$ cat src/rtl/coef_write_sequencer.sv
// coef_write_sequencer
//   Takes host coefficient / EQ-gain write strobes (from the SPI register block), latches the
//   data and issues single-cycle writes into the FIR coefficient RAM and the EQ gain table.
//   A RAM write is only granted in a cycle where the FIR engine does not own the RAM
//   (fir_busy low), so audio processing is never stalled.
//   The tap address auto-increments per filter and wraps at the programmed tap count.
//
// Ports
//   clk, reset_n            clock, synchronous active-low reset
//   coef_wr_stb             pulse: write {coef_msb,coef_lsb} to the next tap of filter_sel
//   eq_wr_stb               pulse: write {eq_msb,eq_lsb} as gain of filter_sel
//   filter_sel              selected filter (must be < NUM_FILTERS)
//   taps_per_filt           taps per filter, 0 means 2**TAP_BITS
//   fir_busy                FIR engine owns the coef RAM this cycle
//   clr_err                 pulse: clear sticky error flags
//   coef_we/addr/wdata      coef RAM write port, addr = {filter, tap}
//   eq_we/addr/wdata        EQ gain table write port
//   tap_index               next tap to be written
//   busy                    a write is pending or in progress
//   err_overrun, err_range  sticky error flags
module coef_write_sequencer #(
  parameter int unsigned NUM_FILTERS = 4,
  parameter int unsigned FILT_BITS   = 2,
  parameter int unsigned TAP_BITS    = 8,
  parameter int unsigned COEF_W      = 16
) (
  input  logic                          clk,
  input  logic                          reset_n,
  input  logic                          coef_wr_stb,
  input  logic                          eq_wr_stb,
  input  logic [7:0]                    filter_sel,
  input  logic [7:0]                    taps_per_filt,
  input  logic [7:0]                    coef_lsb,
  input  logic [7:0]                    coef_msb,
  input  logic [7:0]                    eq_lsb,
  input  logic [7:0]                    eq_msb,
  input  logic                          fir_busy,
  input  logic                          clr_err,
  output logic                          coef_we,
  output logic [FILT_BITS+TAP_BITS-1:0] coef_addr,
  output logic [COEF_W-1:0]             coef_wdata,
  output logic                          eq_we,
  output logic [FILT_BITS-1:0]          eq_addr,
  output logic [COEF_W-1:0]             eq_wdata,
  output logic [TAP_BITS-1:0]           tap_index,
  output logic                          busy,
  output logic                          err_overrun,
  output logic                          err_range
);

  typedef enum logic [1:0] {StIdle, StGrant, StWrite} state_e;

  localparam logic [7:0] NumFiltSel = 8'(NUM_FILTERS);

  state_e                          state_q, state_d;
  logic                            coef_pend_q, coef_pend_d, eq_pend_q, eq_pend_d;
  logic [COEF_W-1:0]               coef_data_q, eq_data_q;
  logic [FILT_BITS-1:0]            coef_filt_q, eq_filt_q;
  logic [TAP_BITS-1:0]             tap_q, tap_d, last_tap;
  logic                            err_overrun_q, err_overrun_d, err_range_q, err_range_d;
  logic                            coef_we_q, coef_we_d, eq_we_q, eq_we_d;
  logic [FILT_BITS+TAP_BITS-1:0]   coef_addr_q, coef_addr_d;
  logic [COEF_W-1:0]               coef_wdata_q, coef_wdata_d, eq_wdata_q, eq_wdata_d;
  logic [FILT_BITS-1:0]            eq_addr_q, eq_addr_d;

  logic                 in_range, writing_coef, writing_eq, coef_ok, eq_ok;
  logic                 range_ev, overrun_ev;
  logic [FILT_BITS-1:0] sel_filt;

  assign sel_filt     = filter_sel[FILT_BITS-1:0];
  assign in_range     = filter_sel < NumFiltSel;
  assign writing_coef = (state_q == StWrite) && coef_we_q;
  assign writing_eq   = (state_q == StWrite) && eq_we_q;
  // A same-type strobe in the write cycle of that type is accepted: the slot frees this cycle.
  assign coef_ok      = coef_wr_stb && in_range && (!coef_pend_q || writing_coef);
  assign eq_ok        = eq_wr_stb && in_range && (!eq_pend_q || writing_eq);
  assign range_ev     = (coef_wr_stb || eq_wr_stb) && !in_range;
  assign overrun_ev   = (coef_wr_stb && in_range && !coef_ok) ||
                        (eq_wr_stb && in_range && !eq_ok);
  // taps_per_filt == 0 underflows to all-ones, i.e. wrap at 2**TAP_BITS-1.
  assign last_tap     = taps_per_filt[TAP_BITS-1:0] - TAP_BITS'(1);

  always_comb begin
    coef_pend_d   = coef_pend_q;
    eq_pend_d     = eq_pend_q;
    tap_d         = tap_q;
    err_range_d   = range_ev | (err_range_q & ~clr_err);
    err_overrun_d = overrun_ev | (err_overrun_q & ~clr_err);

    if (writing_coef) coef_pend_d = 1'b0;
    if (writing_eq)   eq_pend_d   = 1'b0;
    if (coef_ok)      coef_pend_d = 1'b1;
    if (eq_ok)        eq_pend_d   = 1'b1;

    // ">=" also covers a tap count lowered below the current tap.
    if (writing_coef) tap_d = (tap_q >= last_tap) ? '0 : tap_q + TAP_BITS'(1);
    if (coef_ok && (sel_filt != coef_filt_q)) tap_d = '0;
  end

  always_comb begin
    state_d      = state_q;
    coef_we_d    = 1'b0;
    eq_we_d      = 1'b0;
    coef_addr_d  = coef_addr_q;
    coef_wdata_d = coef_wdata_q;
    eq_addr_d    = eq_addr_q;
    eq_wdata_d   = eq_wdata_q;
    unique case (state_q)
      StIdle: begin
        if (coef_pend_d || eq_pend_d) state_d = StGrant;
      end
      StGrant: begin
        if (!fir_busy && (coef_pend_q || eq_pend_q)) begin
          state_d = StWrite;
          if (coef_pend_q) begin
            coef_we_d    = 1'b1;
            coef_addr_d  = {coef_filt_q, tap_q};
            coef_wdata_d = coef_data_q;
          end else begin
            eq_we_d    = 1'b1;
            eq_addr_d  = eq_filt_q;
            eq_wdata_d = eq_data_q;
          end
        end
      end
      StWrite: begin
        // Remaining work goes straight into the next grant pass without an idle bubble.
        state_d = (coef_pend_d || eq_pend_d) ? StGrant : StIdle;
      end
      default: state_d = StIdle;
    endcase
  end

  always_ff @(posedge clk) begin
    if (!reset_n) begin
      state_q       <= StIdle;
      coef_pend_q   <= 1'b0;
      eq_pend_q     <= 1'b0;
      coef_data_q   <= '0;
      eq_data_q     <= '0;
      coef_filt_q   <= '0;
      eq_filt_q     <= '0;
      tap_q         <= '0;
      err_overrun_q <= 1'b0;
      err_range_q   <= 1'b0;
      coef_we_q     <= 1'b0;
      eq_we_q       <= 1'b0;
      coef_addr_q   <= '0;
      coef_wdata_q  <= '0;
      eq_addr_q     <= '0;
      eq_wdata_q    <= '0;
    end else begin
      state_q       <= state_d;
      coef_pend_q   <= coef_pend_d;
      eq_pend_q     <= eq_pend_d;
      tap_q         <= tap_d;
      err_overrun_q <= err_overrun_d;
      err_range_q   <= err_range_d;
      coef_we_q     <= coef_we_d;
      eq_we_q       <= eq_we_d;
      coef_addr_q   <= coef_addr_d;
      coef_wdata_q  <= coef_wdata_d;
      eq_addr_q     <= eq_addr_d;
      eq_wdata_q    <= eq_wdata_d;
      if (coef_ok) begin
        coef_data_q <= COEF_W'({coef_msb, coef_lsb});
        coef_filt_q <= sel_filt;
      end
      if (eq_ok) begin
        eq_data_q <= COEF_W'({eq_msb, eq_lsb});
        eq_filt_q <= sel_filt;
      end
    end
  end

  assign coef_we     = coef_we_q;
  assign coef_addr   = coef_addr_q;
  assign coef_wdata  = coef_wdata_q;
  assign eq_we       = eq_we_q;
  assign eq_addr     = eq_addr_q;
  assign eq_wdata    = eq_wdata_q;
  assign tap_index   = tap_q;
  assign busy        = coef_pend_q | eq_pend_q | (state_q != StIdle);
  assign err_overrun = err_overrun_q;
  assign err_range   = err_range_q;

endmodule

$ cat config.mk
export PLATFORM = sky130hd
export DESIGN_NAME = coef_write_sequencer
export DESIGN_NICKNAME = d
export VERILOG_FILES = /design/src/rtl/coef_write_sequencer.sv
export SDC_FILE = /design/constraint.sdc
export NUM_CORES = 1
export LEC_CHECK = 0
export ABC_CLOCK_PERIOD_IN_PS = 2000
export CAP_MARGIN = 40
export CORE_MARGIN = 3
export CORE_UTILIZATION = 44
export DETAILED_ROUTE_END_ITERATION = 16
export PLACE_DENSITY = 0.77
export SYNTH_ARGS = -nofsm -noshare
export SYNTH_HDL_FRONTEND = slang
export SYNTH_SLANG_ARGS = --single-unit
$ cat constraint.sdc
create_clock -name clk -period 2 [get_ports clk]
set_input_delay 0.2 -clock clk [delete_from_list [all_inputs] [get_ports clk]]
set_output_delay 0.2 -clock clk [all_outputs]
set_load 0.02 [all_outputs]
* Yosys cells after proc, flatten, opt, wreduce, memory -nomap -nowiden
Cells that the tools add are included.
Storage, ports and cells: input bits 54, register bits after elaboration 96, output and inout bits 57, word-level logic and storage cells 75
Operators by class: magnitude comparators 2, equality and inequality tests 5, bitwise operators 9, reduce and logical (&&, ||, !) cells 30, muxes and demuxes 11, add/subtract/negate cells 2
Operators with widths (number):
- 1-bit logical AND | 11
- 3-bit AND reduction | 3
- 8-bit by 1-bit adder with 8-bit output, second input constant | 1
- 8-bit >= comparator | 1
- 8-bit by 3-bit less-than comparator with 1-bit output, second input constant | 1
- 8-bit two-way mux | 1
- 8-bit by 1-bit subtractor with 8-bit output, second input constant | 1
- 1-bit two-way mux | 7
- 1-bit zero test | 6
- 1-bit logical OR | 6
- 2-bit case mux with 3 select lines | 1
- 2-bit two-way mux | 2
- 2-bit inequality test, second input constant | 2
- 1-bit OR | 4
- 1-bit inverter | 3
- 1-bit bitwise AND | 2
- 2-bit by 1-bit equality test with 1-bit output, second input constant | 1
- 2-bit equality test, second input constant | 1
- 2-bit zero test | 1
- 2-bit inequality test | 1
- 2-bit AND reduction | 1
- 2-bit nonzero test | 1
- 2-bit OR reduction | 1

* Logic depth before layout (Yosys ltp)
Gate-level depths: netlist of the first run.
word-level depth 8, depth in mapped cells 9, mapped depth without buffers 9

* Worst setup path before layout of the first run
OpenSTA, ideal clock, no wires.
path kind in2reg, start input port taps_per_filt[5], end register tap_q[0] (netlist: tap_index[0]), path buffers 0, stages 8, slack -0.026 ns, required time 1.852 ns, arrival time 1.878 ns, cells stage by stage nor4_1 nand2_1 xor2_1 ha_1 and2_1 a221oi_1 o21ai_1 nor3_2
On the way: longest elaborated chain between the ends 3
Ends and longest elaborated chain:
- from (decl) | RTL line 32 | input logic [7:0] taps_per_filt,
- 8-bit by 1-bit subtractor with 8-bit output | RTL line 81 | assign last_tap = taps_per_filt[TAP_BITS-1:0] - TAP_BITS'(1);
- 8-bit >= comparator | RTL line 96 | if (writing_coef) tap_d = (tap_q >= last_tap) ? '0 : tap_q + TAP_BITS'(1);
- 8-bit two-way mux | RTL line 96
- to (signal assigned) | RTL line 156 | tap_q <= tap_d;
- to (decl) | RTL line 59 | logic [TAP_BITS-1:0] tap_q, tap_d, last_tap;
Every way passes these cells. A chain may end at the register's enable or synchronous reset.

* Final worst setup path of the first run
start register state_q[1], end output port busy
On the way: longest elaborated chain between the ends 2
Ends and longest elaborated chain:
- from (decl) | RTL line 55 | state_e state_q, state_d;
- from (signal assigned) | RTL line 136 | state_q <= StIdle;
- from (signal assigned) | RTL line 153 | state_q <= state_d;
- 2-bit nonzero test | RTL line 183 | assign busy = coef_pend_q | eq_pend_q | (state_q != StIdle);
- 1-bit OR | RTL line 183
- to (decl) | RTL line 46 | output logic busy,
Every way passes these cells.

==> impl_metrics.toml, run 1 <==
[status]
outcome = "finished clean"

[timing]
relSlewSlack = 0.645
hold_viol = 0
min_period_ns = 1.94
finalSetupTns_ns = 0
setup_viol = 0
fmax_mhz = 516
tightest_slew_ns = 0.533
postLayoutSetupSlackWorst_ns = 0.0636
skew_ns = 0.00787
fin_crit_sh = 0.968
slew_viol_final = 0

[clocking]
cts.sinks = 96
cts_tree = "done"
htreeDepth = 3
clock_latency_ns = 0.35
clk_pin_slew_ns = 0.09
clockRootBuffer = "clkbuf_8"
cts_hold_buf = 0
cts_buffers = 9
cts.path.max_buffers = 2

[logic_synthesis]
synth_fp_nets = 491
synthTopCellsByCount = "nand2_1 (97), dfxtp_1 (96), mux2i_1 (37), nor2b_1 (37), a21boi_1 (24)"
synth.most_common_cell = "nand2_1"
synthTopCellsByArea = "dfxtp_1 (46%), mux2i_1 (9.0%), nand2_1 (8.8%)"
ys_ff_latch = 96
synth_warnings = 0
yosys.area.top_type = "dfxtp_1"
async_reset_ff_frac = 0
ys_seq_area_frac = 0.465
yosysTopAreaCellShare = 0.465
synth_edf_count = 0
synth_ff_type = "dfxtp_1"
synth_cell_types = 46
synth_area_um2 = 4130
postSynthCellCount = 427
avgSynthCellArea_um2 = 9.68

[layout]
final_layout_size_suffix_gt1_frac = 0.130
design_area_um2 = 5750
n_antenna_cell = 0
layout.nets = 620
nFillCells = 729
syn_to_final_growth_pct = 39.2
multiInputGateArea_um2 = 2120
fin_cells = 669
seqCellArea_um2 = 1920

[grt]
grt_pass1_wl_um = 15300
overflow = 0
grt_max_degree = 62
grt_pass1_vias = 3349
grt_use_total = 0.182
antenna_found_initial = 0

[setup_path]
worstPathRequired_ns = 1.80
crit_path_end_kind = "output port"
start_kind = "register"
slowest_stage = "or4_2"
regToRegStartpoint = "tap_index[0]$_SDFFE_PP0P_"
r2r_cells = 7
cp_max_fo = 8
crit_type = "register to output port"
critPathArrivalTime_ns = 1.74
r2r_setup_slack_ns = 0.19
cpPeakStageDelay_ns = 0.69
r2r_end = "tap_index[6]$_SDFFE_PP0P_"
crit_chain = "or4_2, clkdlybuf4s15_1"

[worst_hold_path]
worstHoldStart = "reset_n"
whs_endpoint = "err_range$_SDFF_PN0_"
hp-class = "primary input to register"
hold_depth = 2

[pwr]
p_per_area_nw_per_um2 = 621
finalPower_mw = 3.58
power.leakage_nw = 2.10
vdd_drop_max_mv = 0.303

[routing]
avgRoutedWirePerCell_um = 14.0
drt_iter0_markers = 104
via_per_inst = 5.02
totalWireLength_um = 9370
drtAntennaViolNets = 0
drcViolationCount = 0
drt-pass1-iter-count = 4
num_vias = 3357

[die]
die_h_um = 103
num_rows = 34
floorplan.initialDensity = 0.463
die_w_um = 103
core_um2 = 8930
ios = 111
die_area_um2 = 10600

[placement]
dpl-instance-area_um2 = 5480
place_congestion = 0.747
port_buffers = 110
dp_cells = 650
pre_cts_ws_ns = -0.609
hpwl_um = 6800

[flow_run]
maxCapViolations = 0
## state kept, by name, summed over array words and instances (netlist names), 2 cells and up
| register | cells |
|---|---|
| coef_data_q | 16 |
| coef_wdata | 16 |
| eq_data_q | 16 |
| eq_wdata | 16 |
| coef_addr | 10 |
| tap_index | 8 |
| coef_filt_q | 2 |
| eq_addr | 2 |
| eq_filt_q | 2 |
| state_q | 2 |
## how the worst max path moves through the flow
| stage | from | to | slack, ns | depth (start not counted) |
|---|---|---|---|---|
| after floorplan | taps_per_filt[5] | tap_index[6]$_SDFFE_PP0P_ | 0.06 | 8 |
| after global placement | taps_per_filt[3] | tap_index[6]$_SDFFE_PP0P_ | -0.53 | 9 |
| after detailed placement | taps_per_filt[3] | tap_index[6]$_SDFFE_PP0P_ | -0.61 | 9 |
| after CTS | state_q[1]$_SDFFE_PN0P_ | busy | 0.03 | 2 |
| after global routing | taps_per_filt[6] | tap_index[7]$_SDFFE_PP0P_ | -0.02 | 9 |
| final | state_q[1]$_SDFFE_PN0P_ | busy | 0.06 | 2 |
## critical path: cells and delay by family, from the launching register on
| family | cells | cell delay [ns] |
|---|---|---|
| AND/OR/NAND/NOR | 1 | 0.69 |
| buffers and inverters | 1 | 0.31 |
| flip-flops | 1 | 0.39 |
## kinds of logic after synthesis
kind of cell,after synthesis,share of synthesized area
flops,96,0.465
mux,37,0.0896
compound gates,63,0.126
buf+inv,28,0.0396
xor+xnor,14,0.0297
fa+ha+maj,10,0.0303
simple gates,179,0.220
## cell usage in the layout (no fill, tap or decap), drive strengths merged, types with 4 or more instances in the layout
cell type and count:
nand2 97, dfxtp 96, nor2b 37, xor2 5
clkbuf 14, nand2b 4, nor2 8, mux2i 37
nor3 12, dlygate4sd2 4, a21boi 46, xnor2 9
clkdlybuf4s50 102, ha 10, buf 31, inv 6
## cell type report
| class | count | share of cell area |
|---|---|---|
| clock buffer | 12 | 0.0270 |
| clock inverter | 4 | 0.00913 |
| inverter | 6 | 0.00391 |
| multi-input combinational | 303 | 0.369 |
| sequential | 96 | 0.334 |
| tap | 108 | 0.0235 |
| timing repair buffer | 140 | 0.234 |
## repair_timing
action | CTS | global route
endpoints found under the setup margin | 9 | 9
gates resized for setup | 14 | 8
endpoints found under the hold margin | 0 | 0
pin swaps | 9 | 5
buffers inserted | 2 | 1
cloned | 0 | 0
## report_power, final
part	total (mW)	switching, mW	leakage (nW)	internal (mW)
sequential	1.93	0.00680	0.774	1.92
clock	1.29	0.639	0.107	0.650
combinational	0.357	0.146	1.22	0.211
total	3.58	0.792	2.10	2.78
## metal layers
metal  vias to the layer above  share of wire  GRT usage
li1                       1687              -          -
met1                      1581           0.44      0.226
met2                        78           0.50      0.316
met3                        11          0.052     0.0298
met4                         0          0.012     0.0687
met5                         -              0          0
## per-stage QoR
stage / hold slack [ns] / utilization
6_report: 0.317 / 0.644
5_1_grt: 0.340 / 0.644
4_1_cts: 0.315 / 0.642
3_5_place_dp: 0.446 / 0.613
3_3_place_gp: 0.433 / 0.613
2_1_floorplan: 0.366 / -
(Power assumes the default switching activity.)
==> run 2: changes to the inputs <==
--- a/constraint.sdc
+++ b/constraint.sdc
@@ -3,2 +3,2 @@
 set_output_delay 0.2 -clock clk [all_outputs]
-set_load 0.02 [all_outputs]
+set_load 0.1 [all_outputs]
==> impl_metrics.toml, run 2 (same netlist as run 1, synthesis figures left out) <==
[layout]
syn_to_final_growth_pct = 35.5
utilization = 0.627
final_layout_size_suffix_gt1_frac = 0.238
layout.nets = 614
layout_commonest_cell = "nand2_1"
n_antenna_cell = 0
mostFrequentLayoutCells = "nand2_1 (97), dfxtp_1 (87), buf_4 (76), clkdlybuf4s50_1 (46)"
design_area_um2 = 5600

[worst_hold_path]
hp-class = "primary input to register"
worstHoldStart = "reset_n"

[clocking]
clock_latency_ns = 0.36
cts.sinks = 96
htreeDepth = 3
cts_buffers = 9
clockRootBuffer = "clkbuf_8"
cts_tree = "done"
clk_pin_slew_ns = 0.09
cts.path.max_buffers = 2

[routing]
avgRoutedWirePerCell_um = 14.3
top_layer = "met4"
drt-pass1-iter-count = 4
drt_iter0_markers = 78
drcViolationCount = 0
routed-wl-met3_um = 428
dr_wl_met2_um = 4790
drtAntennaViolNets = 0
num_vias = 3308
via_per_inst = 4.99
wl_met1_um = 4100
totalWireLength_um = 9460

[setup_path]
cpLargestDelayFamily = "buffers and inverters"
regToRegStartpoint = "tap_index[0]$_SDFFE_PP0P_"
cp_max_fo = 4
crit_buf_inv = 3
slowest_stage = "nor4_4"
cpPeakStageDelay_ns = 0.29
cp_common_cell = "buf_4"
start_kind = "primary input"
crit_path_end_kind = "register"
critPathArrivalTime_ns = 2.17
crit_chain = "dlygate4sd2_1, nor4_4, nand2_1, xor2_1, ha_1, and2_4, buf_4, o2111ai_2, o2bb2ai_4, buf_4, a211oi_2"
worstPathRequired_ns = 2.28
crit_type = "primary input to register"
cp-startpoint = "taps_per_filt[3]"

[timing]
fmax_mhz = 529
slew_viol_final = 0
postLayoutSetupSlackWorst_ns = 0.109
setup_viol = 0
fin_hold_ws_ns = 0.336
fin_crit_sh = 0.945
hold_viol = 0
relSlewSlack = 0.641
tightest_slew_ns = 0.539
min_period_ns = 1.89
skew_ns = 0.0113

[grt]
antenna_found_initial = 0
grt_pass1_wl_um = 15000
overflow = 0
grt_use_total = 0.180
grt_max_degree = 59
grt_pass1_vias = 3260

[placement]
place_congestion = 0.816
port_buffers = 110
pre_cts_ws_ns = -0.653
dpl-instance-area_um2 = 5330
hpwl_um = 6780

[die]
ios = 111
die_w_um = 103
num_rows = 34
floorplan.initialDensity = 0.463
core_um2 = 8930
die_area_um2 = 10600
die_h_um = 103

[status]
outcome = "finished clean"

[pwr]
p_per_area_nw_per_um2 = 648
vdd_drop_max_mv = 0.360
power.leakage_nw = 2.20
finalPower_mw = 3.63

[flow_run]
maxCapViolations = 0
run 2: layout make-up:
class	instances	area, um2
Tap cell	108	135
Clock buffer	10	128
Timing Repair Buffer	134	1190
Sequential cell	96	1930
Multi-Input combinational cell	303	2130
Inverter	6	22.5
Clock inverter	6	66.3
Fill cell	755	3330
run 2: timing repair:
item,4_1_cts,5_1_grt
gates resized for setup,10,11
setup buffers,3,0
hold buffers,0,0
pin swaps,14,7
setup endpoints to repair,8,8
run 2: routing by layer:
layer / GRT usage / vias up
met1: 0.212 / 1540
met4: 0.0657 / 0
met2: 0.319 / 78
met3: 0.0419 / 11
met5: 0 / -
li1: - / 1679
run 2: where the power goes:
| group | leakage (nW) | switching [mW] | internal [mW] |
|---|---|---|---|
| logic | 1.32 | 0.199 | 0.224 |
| registers | 0.778 | 0.0209 | 1.92 |
| clock network | 0.101 | 0.678 | 0.586 |
| total | 2.20 | 0.898 | 2.73 |
run 2: final timing paths:
| path | endpoint | slack, ns | cells past startpoint |
|---|---|---|---|
| worst min-delay path | err_range$_SDFF_PN0_ | 0.34 | 2 |
| worst max register to register | tap_index[6]$_SDFFE_PP0P_ | 0.14 | 7 |
| worst max-delay path | tap_index[6]$_SDFFE_PP0P_ | 0.11 | 11 |
| worst min register to register | coef_wdata[12]$_SDFFE_PN0P_ | 0.46 | 2 |
run 2: per-stage QoR:
step	setup TNS, ns	instances
after floorplan	0	427
after global placement	-4.18	644
after detailed placement	-4.90	644
after CTS	0	663
after global routing	-0.0423	663
final	0	663
==> run 3: changes to the inputs <==
- ABC_AREA: default -> 1
- CORE_UTILIZATION: 44 -> 43
- HOLD_SLACK_MARGIN: default -> 0.03
- PLACE_DENSITY: 0.77 -> 0.76
==> impl_metrics.toml, run 3 <==
[status]
outcome = "finished clean"

[routing]
num_vias = 3543
drcViolationCount = 0
drt-pass1-iter-count = 4
via_per_inst = 4.84
drt_iter0_markers = 105
drtAntennaViolNets = 0
avgRoutedWirePerCell_um = 12.6
totalWireLength_um = 9260

[die]
ios = 111
num_rows = 34
floorplan.initialDensity = 0.443
die_h_um = 101
die_area_um2 = 10200
core_um2 = 8760
die_w_um = 101

[grt]
overflow = 0
grt_max_degree = 41
antenna_found_initial = 0
grt_pass1_wl_um = 15000
grt_use_total = 0.181
grt_pass1_vias = 3344

[logic_synthesis]
synthTopCellsByArea = "dfxtp_1 (50%), nor2_1 (11%), o21ai_0 (7.5%)"
synthTopCellsByCount = "nor2_1 (117), dfxtp_1 (96), o21ai_0 (58), inv_1 (48), nand2_1 (44)"
async_reset_ff_frac = 0
yosys.area.top_type = "dfxtp_1"
synth_edf_count = 0
ys_ff_latch = 96
postSynthCellCount = 503
synth.most_common_cell = "nor2_1"
synth_ff_type = "dfxtp_1"
avgSynthCellArea_um2 = 7.71
synth_cell_types = 27
yosysTopAreaCellShare = 0.495
synth_area_um2 = 3880
ys_seq_area_frac = 0.495
synth_warnings = 0
synth_fp_nets = 567

[setup_path]
critPathArrivalTime_ns = 2.21
cpLargestDelayFamily = "simple AND/OR/NAND/NOR gates"
slowest_stage = "clkdlybuf4s50_1"
worstPathRequired_ns = 2.29
crit_path_end_kind = "register"
regToRegStartpoint = "state_q[0]$_SDFFE_PN0P_"
cpPeakStageDelay_ns = 0.45
start_kind = "primary input"
r2r_cells = 7
r2r_end = "coef_data_q[13]$_SDFFE_PN0P_"
r2r_setup_slack_ns = 0.57
crit_chain = "clkdlybuf4s50_1, nor2_1, nand4_1, nor3_2, xnor2_1, ha_1, a21oi_1, o21a_1, nand2_1, nand2_1, nand2_4, nor2_1"
cp_max_fo = 8
crit_buf_inv = 1
crit_type = "primary input to register"

[layout]
utilization = 0.595
layout_commonest_cell = "nor2_1"
syn_to_final_growth_pct = 34.3
n_antenna_cell = 0
final_layout_size_suffix_gt1_frac = 0.199
nFillCells = 813
layout.nets = 683
fin_cells = 732
mostFrequentLayoutCells = "nor2_1 (116), dfxtp_1 (92), buf_4 (72), o21ai_0 (58), clkdlybuf4s50_1 (50)"

[clocking]
cts_buffers = 9
cts_tree = "done"
cts.path.max_buffers = 2
clockRootBuffer = "clkbuf_8"
cts.sinks = 96
clk_pin_slew_ns = 0.10
htreeDepth = 3
clock_latency_ns = 0.35

[worst_hold_path]
whs_endpoint = "coef_addr[9]$_SDFFE_PN0P_"
hold_depth = 3
hp-class = "primary input to register"
worstHoldStart = "reset_n"

[placement]
hpwl_um = 6710
port_buffers = 110
dp_cells = 716
place_congestion = 0.787
pre_cts_ws_ns = -0.427

[timing]
min_period_ns = 1.91
fmax_mhz = 523
hold_viol = 0
postLayoutSetupSlackWorst_ns = 0.0866
setup_viol = 0
relSlewSlack = 0.671
tightest_slew_ns = 0.493
fin_crit_sh = 0.957
finalSetupTns_ns = 0
slew_viol_final = 0
skew_ns = 0.0104

[flow_run]
maxCapViolations = 0

[pwr]
p_per_area_nw_per_um2 = 651
vdd_drop_max_mv = 0.321
power.leakage_nw = 2.30
finalPower_mw = 3.39
run 3: changes by cell type after synthesis, moves of 31 or more:
cell	change
a21oi_1	+31
inv_1	+42
mux2i_1	-37
nand2_1	-53
nor2_1	+109
nor2b_1	-37
o21ai_0	+57
run 3: layout make-up:
cell class	count	area (um2)	share of cell area
Sequential cell	96	1930	0.370
Tap cell	108	135	0.0259
Inverter	54	208	0.0399
Multi-Input combinational cell	332	1660	0.319
Timing Repair Buffer	126	1090	0.209
Clock buffer	9	124	0.0238
Clock inverter	7	62.6	0.0120
run 3: worst reg2reg max path, cell delays in order (launching register included):
cell	delay (ns)
dfxtp_1	0.36
inv_2	0.10
nand3_2	0.16
nand2_2	0.15
nand2_1	0.13
buf_4	0.22
o21ai_1	0.15
a21oi_1	0.06
run 3: through the flow:
stage / instance area [um2] / hold WS [ns]
3_5_place_dp: 4980 / 0.448
4_1_cts: 5170 / 0.324
5_1_grt: 5210 / 0.360
2_1_floorplan: 3880 / 0.277
6_report: 5210 / 0.340
3_3_place_gp: 4980 / 0.435
run 3: per-layer routing:
metal	vias to the layer above	track usage	wire length, um
met2	116	0.299	4320
met3	10	0.0450	748
li1	1841	-	-
met4	0	0.0521	81
met1	1576	0.236	4110
met5	-	0	0
run 3: kinds of logic (layout without fill, tap and decap cells):
kind of cell | count (synthesis) | count (layout) | synth area share
AOI/OAI and AO/OA | 121 | 121 | 0.158
DFF | 96 | 96 | 0.495
buffers and inverters | 75 | 196 | 0.0851
and+or+nand+nor | 192 | 192 | 0.209
xor gates and xnor gates | 9 | 9 | 0.0203
adders and majority gates | 10 | 10 | 0.0322
run 3: power by group:
part	total, mW	leakage, nW	internal (mW)	switching (mW)
sequential	1.92	0.776	1.92	0.00428
clock	1.20	0.0980	0.481	0.720
combinational	0.269	1.43	0.143	0.127
run 3: how the worst max path moves through the flow:
stage | slack [ns] | start | endpoint | depth (start not counted)
2_1_floorplan | 0.001 | tap_index[2]$_SDFFE_PP0P_ | tap_index[0]$_SDFFE_PP0P_ | 10
3_3_place_gp | -0.29 | taps_per_filt[0] | tap_index[5]$_SDFFE_PP0P_ | 14
3_5_place_dp | -0.43 | taps_per_filt[1] | tap_index[2]$_SDFFE_PP0P_ | 14
4_1_cts | 0.02 | taps_per_filt[1] | tap_index[2]$_SDFFE_PP0P_ | 14
5_1_grt | -0.03 | taps_per_filt[3] | tap_index[4]$_SDFFE_PP0P_ | 13
6_report | 0.09 | taps_per_filt[2] | tap_index[2]$_SDFFE_PP0P_ | 12
run 3: repair_timing:
item / in CTS / in global routing
gates resized for setup: 1 / 10
setup endpoints to repair: 8 / 8
hold endpoints to repair: 0 / 0
setup buffers: 0 / 0
pin swaps: 0 / 5
hold buffers: 0 / 0
==> variant (config.mk and constraints of run 2) <==
Change the parameter `COEF_W` from 16 to 14.
--- a/src/rtl/coef_write_sequencer.sv
+++ b/src/rtl/coef_write_sequencer.sv
@@ -24,3 +24,3 @@
   parameter int unsigned TAP_BITS    = 8,
-  parameter int unsigned COEF_W      = 16
+  parameter int unsigned COEF_W      = 14
 ) (
Ports: changed (resized coef_wdata and eq_wdata); port bits go from 111 to 107. No check against the original RTL was run, so the function may have changed too.
==> variant against run 2 <==
  * Area after synthesis down 6.8%
  * Worst setup slack worse by 0.022 ns
  * Wire length down 7.3%
  * Die area down 6.4%
  * Global-route usage about the same
  * Total power down 3.4%
  * Final area down 6.7%
  * Sequential cell count down 8
  * Critical path depth down 2
  * Via count down 6.5%
==> variant: results (changes against run 2) <==
[cells_and_area]
nets=574  ; was 614
multi_input_area_mm2=0.002013  ; was 0.002130 mm2
n_fill_cell=736  ; was 755
drive_above_1_share_pct=23.11  ; was 23.78%

[drt]
post_drt_via_cell_ratio=4.990  ; was 4.989
avgRoutedWirePerCell_um=14.14  ; was 14.26 um
routed_wl_um=8766  ; was 9457 um
drtIter0Drc=72  ; was 78

[critical_path]
crit_start=taps_per_filt[2]  ; was taps_per_filt[3]
cp_top_family=simple AND/OR/NAND/NOR gates  ; was buffers and inverters
cp_max_fo=8  ; was 4
arrival_ns=2.17  ; about the same
r2r_cells=5  ; was 7
rrSetupSlack_ns=0.27  ; was 0.14 ns
worstReg2RegStart=state_q[1]$_SDFFE_PN0P_  ; was tap_index[0]$_SDFFE_PP0P_
max_stage_delay_ns=0.32  ; was 0.29 ns
crit_end=tap_index[0]$_SDFFE_PP0P_  ; was tap_index[6]$_SDFFE_PP0P_
r2r_end=coef_data_q[1]$_SDFFE_PN0P_  ; was tap_index[6]$_SDFFE_PP0P_

[power]
peakVddDrop_v=0.0003730  ; was 0.0003602 V
p_leak_nw=2.020  ; was 2.197 nW

[place]
gp_congestion=0.8325  ; was 0.8159
place_hpwl_um=6177  ; was 6782 um
portBuffers=102  ; was 110
dp.cells=603  ; was 644
dp_slack_ns=-0.5426  ; was -0.6527 ns
place_area_mm2=0.004949  ; was 0.005325 mm2

[clocking]
numCtsBuffers=9  ; unchanged
path_clk_slew_ns=0.09  ; about the same
clk_latency_ns=0.34  ; was 0.36 ns
cts_max_level=3  ; unchanged

[synthesis]
ys_top_cells_by_area=dfxtp_1 46%, nand2_1 8.7%, mux2i_1 8.6%, a21boi_0 5.8%, nor2b_1 5.4%  ; was dfxtp_1 46%, mux2i_1 9.0%, nand2_1 8.8%, nor2b_1 5.6%, a21boi_1 4.4%
synth_fp_nets=463  ; was 491
synth_compound_area_share_pct=12.67  ; was 12.56%
yosys.area_share.xor_xnor_pct=3.410  ; was 2.966%
synth-seq-area-share_pct=45.73  ; was 46.49%
synth_common_cells=89 x nand2_1, 88 x dfxtp_1, 33 x mux2i_1, 33 x nor2b_1, 30 x a21boi_0  ; was 97 x nand2_1, 96 x dfxtp_1, 37 x mux2i_1, 37 x nor2b_1, 24 x a21boi_1
avgSynthCellArea_um2=9.655  ; was 9.681 um2
synth_mux_area_share_pct=8.574  ; was 8.959%
yosys.cell_types.count=45  ; was 46
synthAdderAreaFrac_pct=3.248  ; was 3.027%

[global_route]
track_usage_pct=18.06  ; was 18.03%
grt_max_degree=65  ; was 59
grt_pass1_vias=3099  ; was 3260
grt_pass1_wl_um=14460  ; was 15030 um

[sta]
hold_ws_ns=0.2709  ; was 0.3365 ns
skew_ns=0.007801  ; was 0.01134 ns
setup_slack_ns=0.08746  ; was 0.1093 ns
worst_slew_pin_slew_ns=0.5847  ; was 0.5388 ns

[run_status]
outcome=finished clean  ; unchanged

variant: cell types whose count changed in the layout (fill, tap and decap cells not counted), sizes merged, moves of 2 or more:
cell	change
dfxtp	-8
nor2b	-4
clkdlybuf4s50	-4
dlygate4sd2	+2
buf	-9
a21boi	-4
mux2i	-4
nand2	-8
variant: layout make-up:
type	instances	share of cell area (%)
sequential	88	33.94
clock inverter	5	1.509
inverter	6	0.4311
tap	105	2.515
clock buffer	11	2.515
timing repair buffer	121	20.55
multi-input combinational	284	38.54
variant: report_power, final:
part           total [mW]  internal [mW]  switching [mW]
Clock                1.30          0.706           0.598
Combinational       0.432          0.221           0.212
Sequential           1.77           1.76         0.00620
variant: timing repair:
item / 4_1_cts / 5_1_grt
resized for setup: 10 / 6
pin swaps: 9 / 10
setup buffers: 0 / 1
setup endpoints to repair: 8 / 8
variant: per-layer routing:
layer,track usage [%],up-vias,share of wire (%)
met4,5.357,0,1.1
met3,5.330,8,7.1
li1,-,1559,-
met5,0,-,0
met2,30.32,79,48
met1,22.42,1448,44
